### src/rtl/wb_regfile_pkg.sv
// Shared constants and types for the write-back stage and register file.
package wb_regfile_pkg;

  localparam int unsigned REG_NUM = 32;
  localparam int unsigned REG_AW  = 5;
  localparam int unsigned DATA_W  = 32;
  localparam logic [DATA_W-1:0] LINK_OFFSET = 32'd8;

  // Write-back source selection, in priority order link > memory > ALU.
  typedef enum logic [1:0] {
    WB_SEL_ALU,
    WB_SEL_MEM,
    WB_SEL_LINK
  } wb_sel_e;

endpackage

### src/rtl/wb_mux.sv
// Three-way write-back value select: link address, load data or ALU result.
module wb_mux
  import wb_regfile_pkg::*;
(
  input  logic              MemtoReg,
  input  logic              Link,
  input  logic [DATA_W-1:0] Aluout,
  input  logic [DATA_W-1:0] rdata,
  input  logic [DATA_W-1:0] pc,
  output logic [DATA_W-1:0] wdata
);

  wb_sel_e sel;

  // Resolve the source; Link overrides MemtoReg.
  always_comb begin
    sel = WB_SEL_ALU;
    if (Link)
      sel = WB_SEL_LINK;
    else if (MemtoReg)
      sel = WB_SEL_MEM;
  end

  // Drive the selected value; the link address wraps modulo 2^DATA_W.
  always_comb begin
    wdata = Aluout;
    case (sel)
      WB_SEL_LINK: wdata = pc + LINK_OFFSET;
      WB_SEL_MEM:  wdata = rdata;
      default:     wdata = Aluout;
    endcase
  end

endmodule

### src/rtl/wb_regfile.sv
// Write-back stage plus 32 x 32 architectural register file with two
// bypassed decode read ports, a stored-value debug port and a commit counter.
module wb_regfile
  import wb_regfile_pkg::*;
#(
  parameter bit          BYPASS = 1'b1,
  parameter int unsigned CNT_W  = 32
) (
  input  logic              clk,
  input  logic              reset,
  input  logic              MemtoReg,
  input  logic              RegWrite,
  input  logic              Link,
  input  logic [DATA_W-1:0] Aluout,
  input  logic [DATA_W-1:0] rdata,
  input  logic [DATA_W-1:0] pc,
  input  logic [REG_AW-1:0] rd,
  input  logic [REG_AW-1:0] raddr1,
  input  logic [REG_AW-1:0] raddr2,
  output logic [DATA_W-1:0] rdata1,
  output logic [DATA_W-1:0] rdata2,
  output logic [DATA_W-1:0] wdata,
  output logic              wen,
  input  logic [REG_AW-1:0] dbg_addr,
  output logic [DATA_W-1:0] dbg_data,
  output logic [CNT_W-1:0]  wb_count
);

  logic [DATA_W-1:0] regs [REG_NUM];

  wb_mux u_wb_mux (
    .MemtoReg (MemtoReg),
    .Link     (Link),
    .Aluout   (Aluout),
    .rdata    (rdata),
    .pc       (pc),
    .wdata    (wdata)
  );

  // Writes to r0 are dropped here so they neither commit nor count.
  always_comb begin
    wen = RegWrite && (rd != '0);
  end

  // Commit the write-back value and count retired writes.
  always_ff @(posedge clk or posedge reset) begin
    if (reset) begin
      for (int unsigned i = 0; i < REG_NUM; i++)
        regs[i] <= '0;
      wb_count <= '0;
    end else if (wen) begin
      regs[rd] <= wdata;
      wb_count <= wb_count + CNT_W'(1);
    end
  end

  // Decode read ports; each port resolves its own bypass hit independently.
  always_comb begin
    rdata1 = '0;
    rdata2 = '0;
    if (raddr1 != '0) begin
      if (BYPASS && wen && (raddr1 == rd))
        rdata1 = wdata;
      else
        rdata1 = regs[raddr1];
    end
    if (raddr2 != '0) begin
      if (BYPASS && wen && (raddr2 == rd))
        rdata2 = wdata;
      else
        rdata2 = regs[raddr2];
    end
  end

  // Debug port shows the stored value only.
  always_comb begin
    dbg_data = '0;
    if (dbg_addr != '0)
      dbg_data = regs[dbg_addr];
  end

endmodule

### config.mk
export PLATFORM = sky130hd
export DESIGN_NAME = wb_regfile
export DESIGN_NICKNAME = d
export VERILOG_FILES = /design/src/rtl/wb_regfile_pkg.sv /design/src/rtl/wb_mux.sv /design/src/rtl/wb_regfile.sv
export SDC_FILE = /design/constraint.sdc
export NUM_CORES = 2
export LEC_CHECK = 0
export ABC_CLOCK_PERIOD_IN_PS = 44400
export CORE_MARGIN = 8
export CORE_UTILIZATION = 50
export CTS_CLUSTER_SIZE = 30
export DETAILED_ROUTE_END_ITERATION = 10
export PLACE_DENSITY = 0.78
export SLEW_MARGIN = 20
export SYNTH_ARGS = -nofsm -noshare
export SYNTH_HDL_FRONTEND = slang
export SYNTH_SLANG_ARGS = --single-unit
### constraint.sdc
create_clock -name clk -period 44.4 [get_ports clk]
set_input_delay 6.66 -clock clk [delete_from_list [all_inputs] [get_ports clk]]
set_output_delay 6.66 -clock clk [all_outputs]
set_load 0.1 [all_outputs]
==> flow_summary.ini <==
[clocking]
cts-hold-fix-buffers = 0
cts_htree_levels = 3
clock-sinks = 1056
cts_buffers = 109
cts_max_path_buffers = 3
cts_resized = 0
clock_latency_ns = 0.69
cts_setup_buffers = 0
clk_pin_slew_ns = 0.06
clockRootBuffer = clkbuf_16
cts_tree = done

[critical_path]
crit_family = buffers and inverters
path_cells = buf_8 > buf_12 > buf_4 > mux4_2 > mux4_2 > a221oi_1 > a21oi_1 > clkdlybuf4s50_1
crit_arrival_ns = 12.15
crit_buf_inv = 4
cp_slowest_cell = clkdlybuf4s50_1
startpoint_type = input pin
cpMostUsedCell = mux4_2
required_ns = 37.74
worstSetupPathType = input pin to output port
crit_fanout = 103
cp_slowest_stage_delay_ns = 1.03
crit_path_end_kind = output port

[logic_synthesis]
syn_area_um2 = 63800
ys_warn_count = 0
synth.largest_area_cell = dfrtp_1
synth-seq-cells = 1056
synth_cell_type_count = 65
netlist_top_cells_area = dfrtp_1 41%, mux4_2 30%, o21ai_0 7.3%
netlist_instances = 5477
yosysSeqAreaShare_pct = 41.4
synth_edf_count = 0
synth_commonest_cells = 1100 x nand2_1, 1056 x dfrtp_1, 931 x o21ai_0
avgSynthCellArea_um2 = 11.6
syn_nets = 5600
synth_top_area_share_pct = 41.4
async_flop_share_pct = 100
yosysMostFrequentCell = nand2_1
ys_dominant_reg_cell = dfrtp_1

[floorplanning]
die_h_um = 373
dieArea_um2 = 139000
ios = 282
initial_core_util_pct = 50.2
fp-row-count = 131
design.core.area_um2 = 127000
fp.dieW_um = 373

[sta]
holdWs_ns = 0.418
finClkSkew_ns = 0.00503
fmax_mhz = 53.2
relSlewSlack_pct = 18.2
rsz0062_at_grt = no
final-hold-violation-count = 0
period_needed_ns = 18.81
setup_violations = 0
worstMarginPinSlew_ns = 1.23
period_share_pct = 42.4
drv_slew = 0
tns_ns = 0

[route]
antenna_left = 0
drt-initial-drc-count = 8517
num_vias = 51800
routed_wl_um = 225000
firstDrtPassIters = 8
drc = 0
detail_route.wl_per_cell_um = 31.6
viasPerCell = 7.27

[pwr]
cellPowerDensity_nw_per_um2 = 47.0
p_leak_nw = 29.6
power_mw = 3.35
peakVddDrop_mv = 0.0463

[placed_design]
io_buffer_count = 281
dpl.hpwl_um = 128000
dpl.cell_count = 6917
place_congestion = 0.892

[hold_path]
hp-class = register to register

[global_routing]
grt-ovfl-total = 0
grt_use_total_pct = 31.6
grt_pass1_vias = 52200
antenna_found_initial = 5
grt_max_degree = 179
grt_pass1_wl_um = 336000

[run_status]
status = finished clean

[layout]
fin_nets = 5489
drive_gt1_share_pct = 23.7
area.growth.synth_to_final_pct = 11.7
stdcell_count = 7120

[flow_run]
maxCapViolCount = 0
-- cells by family (layout without fill, tap and decap cells) --
family | after synthesis | in the layout | share of synthesized area [%]
buffers and inverters | 664 | 642 | 4.40
other | 0 | 3 | 0
DFF | 1056 | 1056 | 41.4
and+or+nand+nor | 1334 | 1334 | 8.52
AOI/OAI and AO/OA | 1327 | 1327 | 11.6
muxes | 1043 | 1043 | 33.3
xor gates and xnor gates | 51 | 51 | 0.700
adders and majority gates | 2 | 2 | 0.0392
-- layer usage --
layer | global-route usage (%) | share of wire (%) | vias up
met5 | 0 | 0.0062 | -
met4 | 21.2 | 8.3 | 2
met3 | 11.0 | 14 | 1201
met2 | 47.7 | 44 | 4496
met1 | 38.6 | 33 | 25600
li1 | - | - | 20400
-- sequential cells by signal, summed over array words and instances (netlist names) --
register / count
regs: 1024
wb_count: 32
-- power breakdown --
part	leakage, nW	internal [mW]	total (mW)	switching, mW
sequential	13.7	1.15	1.35	0.201
clock	1.89	0.581	0.992	0.411
combinational	13.9	0.442	1.01	0.565
-- worst reg2reg max path: stages (launching register included) --
cell	delay (ns)
dfrtp_1	0.44
and4_1	0.28
nand3_1	0.22
nor4_2	0.76
nand4_1	0.23
xnor2_1	0.18
-- placed cells by master, fill, tap and decap left out, types with 14 or more instances in the layout --
cell             instances
nand2_1               1076
dfrtp_1               1056
o21ai_0                931
mux4_2                 858
clkdlybuf4s50_1        264
mux2i_1                137
clkbuf_16              109
buf_4                  102
o21ai_1                 90
nor2_1                  69
a21oi_1                 51
inv_1                   50
mux2_2                  47
nand3_1                 36
xnor2_1                 34
a211oi_1                30
o22ai_1                 30
clkinv_2                28
nand2_4                 24
a221oi_1                24
a221o_1                 23
a22oi_1                 21
clkbuf_8                19
a32oi_1                 18
xor2_1                  17
bufinv_16               17
nor4_1                  16
o221ai_1                16
nand4_1                 14
-- area by class of cell --
class	count	area [um2]
flip-flops and latches	1056	26400
multi-input cells	3757	35000
fillers	9919	55800
clock inverters	60	793
repair buffers	388	3720
clock buffers	140	3030
well taps	1662	2080
diodes	3	7.51
inverters	54	213
-- worst paths after layout --
kind / start / to / slack [ns] / cells after the start
min in group asynchronous: reset / regs[755] / 6.58 / 2
max in group asynchronous: reset / regs[928] / 34.40 / 5
hold / removal: regs[1012] / regs[1012] / 0.42 / 0
hold reg to reg: regs[1012] / regs[1012] / 0.42 / 0
setup / recovery: raddr2[0] / rdata2[31] / 25.59 / 8
setup reg to reg: wb_count[2] / wb_count[29] / 42.16 / 5
-- through the flow --
step | setup slack [ns] | utilization, % | area (um2)
after floorplan | 8.02 | - | 63800
final | 25.59 | 56.1 | 71300
after global placement | 25.73 | 53.1 | 67400
after CTS | 25.64 | 56.1 | 71300
after global routing | 25.40 | 56.1 | 71300
after detailed placement | 25.65 | 53.1 | 67400
Note: power is estimated with default switching activity, not from simulation.
